<file path="config.mk">
export PLATFORM = sky130hd
export DESIGN_NAME = transpose_seq_ctrl
export DESIGN_NICKNAME = d
export VERILOG_FILES = /design/src/rtl/transpose_seq_ctrl.sv
export SDC_FILE = /design/constraint.sdc
export NUM_CORES = 1
export LEC_CHECK = 0
export CAP_MARGIN = 10
export CORE_UTILIZATION = 40
export CTS_BUF_LIST = sky130_fd_sc_hd__clkbuf_8 sky130_fd_sc_hd__clkbuf_16
export DETAILED_ROUTE_END_ITERATION = 6
export PLACE_DENSITY = 0.75
export SLEW_MARGIN = 10
export SYNTH_ARGS = -nofsm -noshare
export SYNTH_HDL_FRONTEND = slang
export SYNTH_SLANG_ARGS = --single-unit
</file>
<file path="constraint.sdc">
create_clock -name clk -period 2.1 [get_ports clk]
set_input_delay 0.42 -clock clk [delete_from_list [all_inputs] [get_ports clk]]
set_output_delay 0.42 -clock clk [all_outputs]
set_load 0.01 [all_outputs]
</file>
<file path="src/rtl/transpose_seq_ctrl.sv">
// Sequencer for a bank of parallel-load transpose FIFOs: one load strobe,
// then diagonally skewed shift enables, with a global stall and a completion pulse.
module transpose_seq_ctrl #(
    parameter int DEPTH    = 8,
    parameter int NUM_FIFO = 8
) (
    input  logic                clk,
    input  logic                rst,
    input  logic                start,
    input  logic                stall,
    output logic                wr_en,
    output logic [NUM_FIFO-1:0] en,
    output logic [NUM_FIFO-1:0] col_valid,
    output logic                busy,
    output logic                done
);

    localparam int CNT_W = $clog2(DEPTH + NUM_FIFO);
    localparam logic [CNT_W-1:0] LAST_CNT = CNT_W'(DEPTH + NUM_FIFO - 2);

    typedef enum logic [1:0] {
        IDLE  = 2'd0,
        LOAD  = 2'd1,
        DRAIN = 2'd2,
        DONE  = 2'd3
    } state_t;

    state_t           state;
    logic [CNT_W-1:0] cnt;
    logic [31:0]      cnt_ext;

    always_ff @(posedge clk) begin
        if (rst) begin
            state <= IDLE;
            cnt   <= '0;
        end else begin
            case (state)
                IDLE: begin
                    cnt <= '0;
                    if (start) state <= LOAD;
                end
                LOAD: begin
                    state <= DRAIN;
                    cnt   <= '0;
                end
                DRAIN: begin
                    // A stall freezes the drain counter so the skew pattern resumes intact.
                    if (!stall) begin
                        if (cnt == LAST_CNT) begin
                            state <= DONE;
                            cnt   <= '0;
                        end else begin
                            cnt <= cnt + 1'b1;
                        end
                    end
                end
                DONE: begin
                    state <= IDLE;
                    cnt   <= '0;
                end
                default: begin
                    state <= IDLE;
                    cnt   <= '0;
                end
            endcase
        end
    end

    assign cnt_ext = 32'(cnt);

    // FIFO k shifts during drain steps k .. k+DEPTH-1, giving the diagonal skew.
    always_comb begin
        en = '0;
        for (int k = 0; k < NUM_FIFO; k++) begin
            if ((state == DRAIN) && !stall &&
                (cnt_ext >= 32'(k)) && (cnt_ext < 32'(k + DEPTH))) begin
                en[k] = 1'b1;
            end
        end
    end

    assign col_valid = en;
    assign wr_en     = (state == LOAD);
    assign busy      = (state != IDLE);
    assign done      = (state == DONE);

endmodule

</file>
==> results of run 1 <==
sequential cells by signal (all words and copies together), names as in the netlist:
signal	count
state	2
cnt	4
how the worst max path moves through the flow:
stage                                   start            to  slack [ps]
after floorplan           cnt[1]$_SDFFE_PP0P_         en[1]         280
after global placement                  stall  col_valid[7]        -190
after detailed placement                stall  col_valid[6]        -210
after CTS                               stall  col_valid[6]          80
after global routing                    stall  col_valid[1]          -5
final                                   stall  col_valid[7]         100
per-stage QoR:
step / utilization / hold WS, ps / std cells / total power, mW
3_5_place_dp: 0.607 / 584 / 112 / 0.460
4_1_cts: 0.626 / 552 / 115 / 0.638
3_3_place_gp: 0.607 / 578 / 112 / 0.453
2_1_floorplan: - / 497 / 77 / 0.331
6_report: 0.628 / 546 / 115 / 0.631
5_1_grt: 0.628 / 582 / 115 / 0.685
placed cells by master, fill, tap and decap left out, drive strengths merged, types with 4 or more instances in the layout:
cell type,Yosys,final
a21oi,5,5
buf,10,8
clkdlybuf4s50,0,6
dfxtp,6,6
dlygate4sd2,0,14
ha,8,8
inv,6,6
nand2,5,5
nor2,11,11
nor3,6,6
xor2,4,4
power groups by stage:
| stage | Combinational (mW) | Sequential (mW) | Clock, mW |
|---|---|---|---|
| floorplan | 0.176 | 0.154 | 0 |
| global placement | 0.300 | 0.154 | 0 |
| detailed placement | 0.305 | 0.155 | 0 |
| CTS | 0.304 | 0.153 | 0.181 |
| global route | 0.344 | 0.155 | 0.185 |
| finish | 0.303 | 0.152 | 0.175 |
tightest hold or removal path, stage by stage, from the launching register on:
cell	delay, ps
dfxtp_2	340
a21oi_1	120
nor2_1	40
repair_timing:
item	4_1_cts	5_1_grt
pin swaps	0	2
endpoints found under the setup margin	16	4
gates resized for setup	18	2
setup buffers	0	0
routing by layer:
layer	share of wire	wire, µm
met5	0	0
met4	0.018	21
met3	0.056	66
met2	0.49	580
met1	0.43	511
layout make-up:
type	instances	area, µm²
clock buffers	3	41.3
fillers	140	497
inverters	6	22.5
multi-input cells	55	370
flip-flops and latches	6	121
well taps	15	18.8
repair buffers	30	263
cells by family (layout without fill, tap and decap cells):
group / count (synthesis) / count (layout) / synth area share
AOI/OAI and AO/OA: 11 / 11 / 0.118
adders and majority gates: 8 / 8 / 0.172
xor gates and xnor gates: 5 / 5 / 0.0751
and+or+nand+nor: 31 / 31 / 0.266
buffers and inverters: 16 / 39 / 0.163
DFF: 6 / 6 / 0.206
==> results.md, run 1 <==
* WP data required at 1680 ps
* Share of total power in combinational logic at 0.481
* Clk root buf: clkbuf_8
* GR Util met1 at 0.185
* Congestion Overflow GR at 0
* Initial antenna violation count at 0
* Cell Area, Synth at 583 µm²
* Asr flop ratio synth at 0
* Clk pwr share at 0.278
* Clock Path Buffers at 2
* Total wire length at 1180 µm
* Synthesized net count at 89
* Layout cells sized above 1 at 0.150
* Die span in x at 40.2 µm
* Dpl hpwl at 940 µm
* Hold EP: cnt[0]$_SDFFE_PP0P_
* Syn-to-layout area delta at 43.6%
* TritonCTS clock tree: done
* Met3 usage at 0.0111
* Max FO, Critical Path at 5
* Pre-CTS WS at -211 ps
* FF-to-FF Start: cnt[2]$_SDFFE_PP0P_
* Final setup fails at 0
* GPL Wtd Cong at 0.852
* Max-cap viol count at 0
* Worst reg-to-reg setup slack at 720 ps
* Top_reg_cell synth: dfxtp_1
* H-Tree Depth at 1
* Die area at 1610 µm²
* Hold Fails Final Rpt at 0
* CP Cell Sequence: clkdlybuf4s50_1 > inv_1 > nand2_1 > buf_4 > nor2_1 > dlygate4sd2_1
* Drt pass-1 iters at 4
* P_int at 413 µW
* Count leader, synth: nor2_1
* Layout net count at 114
* Ports at 23
* Initial Util at 0.437
* Synth area leader: dfxtp_1
* Clock skew at 5.66 ps
* Routed vias at 577
* Fin area at 837 µm²
* Net Sw Frac at 0.346
* Rel. slew slack at 0.785
* Crit path DAT at 1580 ps
* Initial DRC Count at 4
* Synth top area cells: dfxtp_1 21%, ha_1 17%, buf_4 12%
* Worst Tran Pin Value at 322 ps
* Setup TNS at 0 ps
* WP depth at 6
* R2R Path End: state[0]$_SDFFE_PP0P_
* Cells after Synth at 77
* Vias per inst at 5.02
* Number of flops mapped to enable cells by yosys at 0
* Post-synth top cells: 11 x nor2_1, 9 x buf_4, 8 x ha_1
* Num rows at 13
* Status: finished, final reports clean
* Hold Crit Class: flop to flop
* Fin crit period at 2000 ps
* Slew Limit Fails at 0
* Clk sinks at 6
* Slowest cell on the critical path: clkdlybuf4s50_1
* Vias in the first global route at 470
* Crit share post-route at 0.953
* Max Clock Freq at 0.500 GHz
* Unrepaired setup endpoints after global routing: true
* First-pass GRT wire length at 1800 µm
* CP bufs+invs at 4
* Top cell type's share of synthesized area at 0.206
* Placed Area at 810 µm²
* Drt wl/cell at 10.3 µm
* Core area at 1330 µm²
* CTS clk-pin slew, worst paths at 30 ps
* Unique masters post-synth at 23
* CP peak stage delay at 420 ps
* # port buffers at 22
* DRC Markers at 0
* CTS Buf Count at 3
* Die height at 40.2 µm
* Family with the most delay on the worst path: buffers and inverters
* Seq cells post-synth at 6
* Leak Pwr at 0.402 nW
* CP Capture Type: primary output
* Avg Inst Size Synth at 7.57 µm²
* Worst IR drop on VDD at 0.497 mV
* Largest net degree at the start of global routing at 11
* Hold buffer count at CTS at 0
* Sequential share of the synthesized area at 0.206
* Power density over cell area at 754 nW/µm²
* PnR worst setup slack at 98.2 ps
* WHS Path Cells at 2
* Critical path class: primary input to primary output
* Seq pwr share at 0.241
* Worst-skew pair later-pin latency at 230 ps
* M2 GR Usage at 0.282
* Final ANT Viol Nets at 0
* Busiest layer in global routing: met2
* NetSw at 218 µW
* Gr usage total at 0.165
* Startpoint Class: primary input
* Hold_sp: cnt[0]$_SDFFE_PP0P_
* Antenna cells at 0
* Worst-case reg-to-reg path depth at 5
* Synth warn at 0
(Power assumes the default switching activity.)
==> inputs of run 2 (changes only) <==
--- a/config.mk
+++ b/config.mk
@@ -6,10 +6,14 @@
 export NUM_CORES = 1
 export LEC_CHECK = 0
 export CAP_MARGIN = 10
-export CORE_UTILIZATION = 40
+export CELL_PAD_IN_SITES_DETAIL_PLACEMENT = 0
+export CELL_PAD_IN_SITES_GLOBAL_PLACEMENT = 2
+export CORE_UTILIZATION = 24
 export CTS_BUF_LIST = sky130_fd_sc_hd__clkbuf_8 sky130_fd_sc_hd__clkbuf_16
+export CTS_CLUSTER_SIZE = 40
 export DETAILED_ROUTE_END_ITERATION = 6
-export PLACE_DENSITY = 0.75
+export PLACE_DENSITY = 0.82
+export REMOVE_ABC_BUFFERS = 1
 export SLEW_MARGIN = 10
 export SYNTH_ARGS = -nofsm -noshare
 export SYNTH_HDL_FRONTEND = slang
==> results.md, run 2 (synthesized netlist as in run 1, its figures left out) <==
* Congestion Overflow GR at 0
* Crit share post-route at 0.964
* Layout net count at 116
* Worst IR drop on VDD at 0.686 mV
* Max-cap viol count at 0
* CTS clk-pin slew, worst paths at 40 ps
* Status: finished, final reports clean
* FF-to-FF Start: state[1]$_SDFFE_PP0P_
* Worst-skew pair later-pin latency at 220 ps
* Unrepaired setup endpoints after global routing: true
* Vias per inst at 4.42
* Biggest register: cnt
* Slew Limit Fails at 0
* Layout cells sized above 1 at 0.216
* GPL Wtd Cong at 0.685
* Drt wl/cell at 9.82 µm
* Worst Tran Pin Value at 322 ps
* Clock skew at 1.06 ps
* DRC Markers at 0
* Clk root buf: clkbuf_8
* Die height at 51.3 µm
* # port buffers at 22
* Critical path class: primary input to primary output
* Die area at 2630 µm²
* CP Capture Type: primary output
* Setup TNS at 0 ps
* WP data required at 1680 ps
* Clock Path Buffers at 2
* Final setup fails at 0
* Num rows at 17
* Number of fill cells at 258
* Final ANT Viol Nets at 0
* Leak Pwr at 0.416 nW
* Hold buffer count at CTS at 0
* Most common cell after layout, fill and taps aside: dlygate4sd2_1
* Initial DRC Count at 7
* Largest net degree at the start of global routing at 11
* First-pass GRT wire length at 2210 µm
* Most frequent cells in the layout: 14 x dlygate4sd2_1, 10 x nor2_1, 10 x buf_4
* Core area at 2250 µm²
* Register Area at 121 µm²
* Routed vias at 575
* H-Tree Depth at 1
* Startpoint Class: primary input
* Largest register FFs at 4
* Vias in the first global route at 560
* Placed Cells incl. Taps at 127
* Power density over cell area at 739 nW/µm²
* Crit path DAT at 1600 ps
* Non-Filler Instances at 130
* TritonCTS clock tree: done
* Max FO, Critical Path at 5
* Total wire length at 1280 µm
* Drt pass-1 iters at 4
* Hold Fails Final Rpt at 0
* Worst hold margin at 564 ps
* Hold Crit Class: flop to flop
* Top Registers: cnt x4, state x2
* Die span in x at 51.3 µm
* Max Clock Freq at 0.494 GHz
* Multi-input gate area at 383 µm²
* Worst reg-to-reg setup slack at 690 ps
* Gr usage total at 0.113
* Rel. slew slack at 0.785
* CTS Buf Count at 3
* Initial antenna violation count at 0
* Dpl hpwl at 1060 µm
* Antenna cells at 0
* Syn-to-layout area delta at 49.4%
* Initial Util at 0.259
* Ports at 23
* Clk sinks at 6
* Hold_sp: cnt[0]$_SDFFE_PP0P_
* Fin crit period at 2020 ps
* Worst Setup SP: stall
run 2: cell count changes in the layout (fill, tap and decap cells not counted), sizes merged:
cell	delta
clkdlybuf4s15	-2
buf	+2
clkbuf	+2
run 2: where the power goes:
part / switching [mW] / internal, mW / leakage [nW]
clock network: 0.0513 / 0.123 / 0.0216
logic: 0.154 / 0.161 / 0.345
registers: 0.0168 / 0.137 / 0.0493
total: 0.223 / 0.421 / 0.416
run 2: worst max-delay path: stages:
cell,delay (ps)
clkdlybuf4s50_1,420
inv_1,90
nand2_2,100
buf_4,160
nor2_1,130
dlygate4sd2_1,290
run 2: layer usage:
metal | GRT usage | vias up | routed length (µm)
met3 | 0.0238 | 4 | 95
met5 | 0 | - | 0
li1 | - | 299 | -
met1 | 0.110 | 247 | 549
met4 | 0.0811 | 0 | 42
met2 | 0.211 | 25 | 589
run 2: stage by stage:
step           power [mW]  area, µm²  utilization  worst slack (ps)
2_1_floorplan       0.324        510            -               307
3_5_place_dp        0.473        841        0.373              -235
5_1_grt             0.697        871        0.386             -19.8
3_3_place_gp        0.468        841        0.373              -223
4_1_cts             0.648        876        0.388              6.64
6_report            0.644        871        0.386              75.3
run 2: area by class of cell:
type                       count  area share
clock buffer                   3      0.0474
inverter                       6      0.0259
multi-input combinational     55       0.440
sequential                     6       0.139
tap                           28      0.0402
timing repair buffer          32       0.307
run 2: repair_timing:
| action | CTS | global route |
|---|---|---|
| endpoints found under the setup margin | 16 | 10 |
| pin swaps | 0 | 0 |
| gates resized for setup | 20 | 5 |
| buffers inserted | 0 | 0 |
run 2: final timing paths:
kind / cells after the start / end
worst min register to register: 2 / cnt[0]$_SDFFE_PP0P_
worst min-delay path: 2 / cnt[0]$_SDFFE_PP0P_
worst max-delay path: 6 / col_valid[7]
worst max register to register: 5 / state[1]$_SDFFE_PP0P_
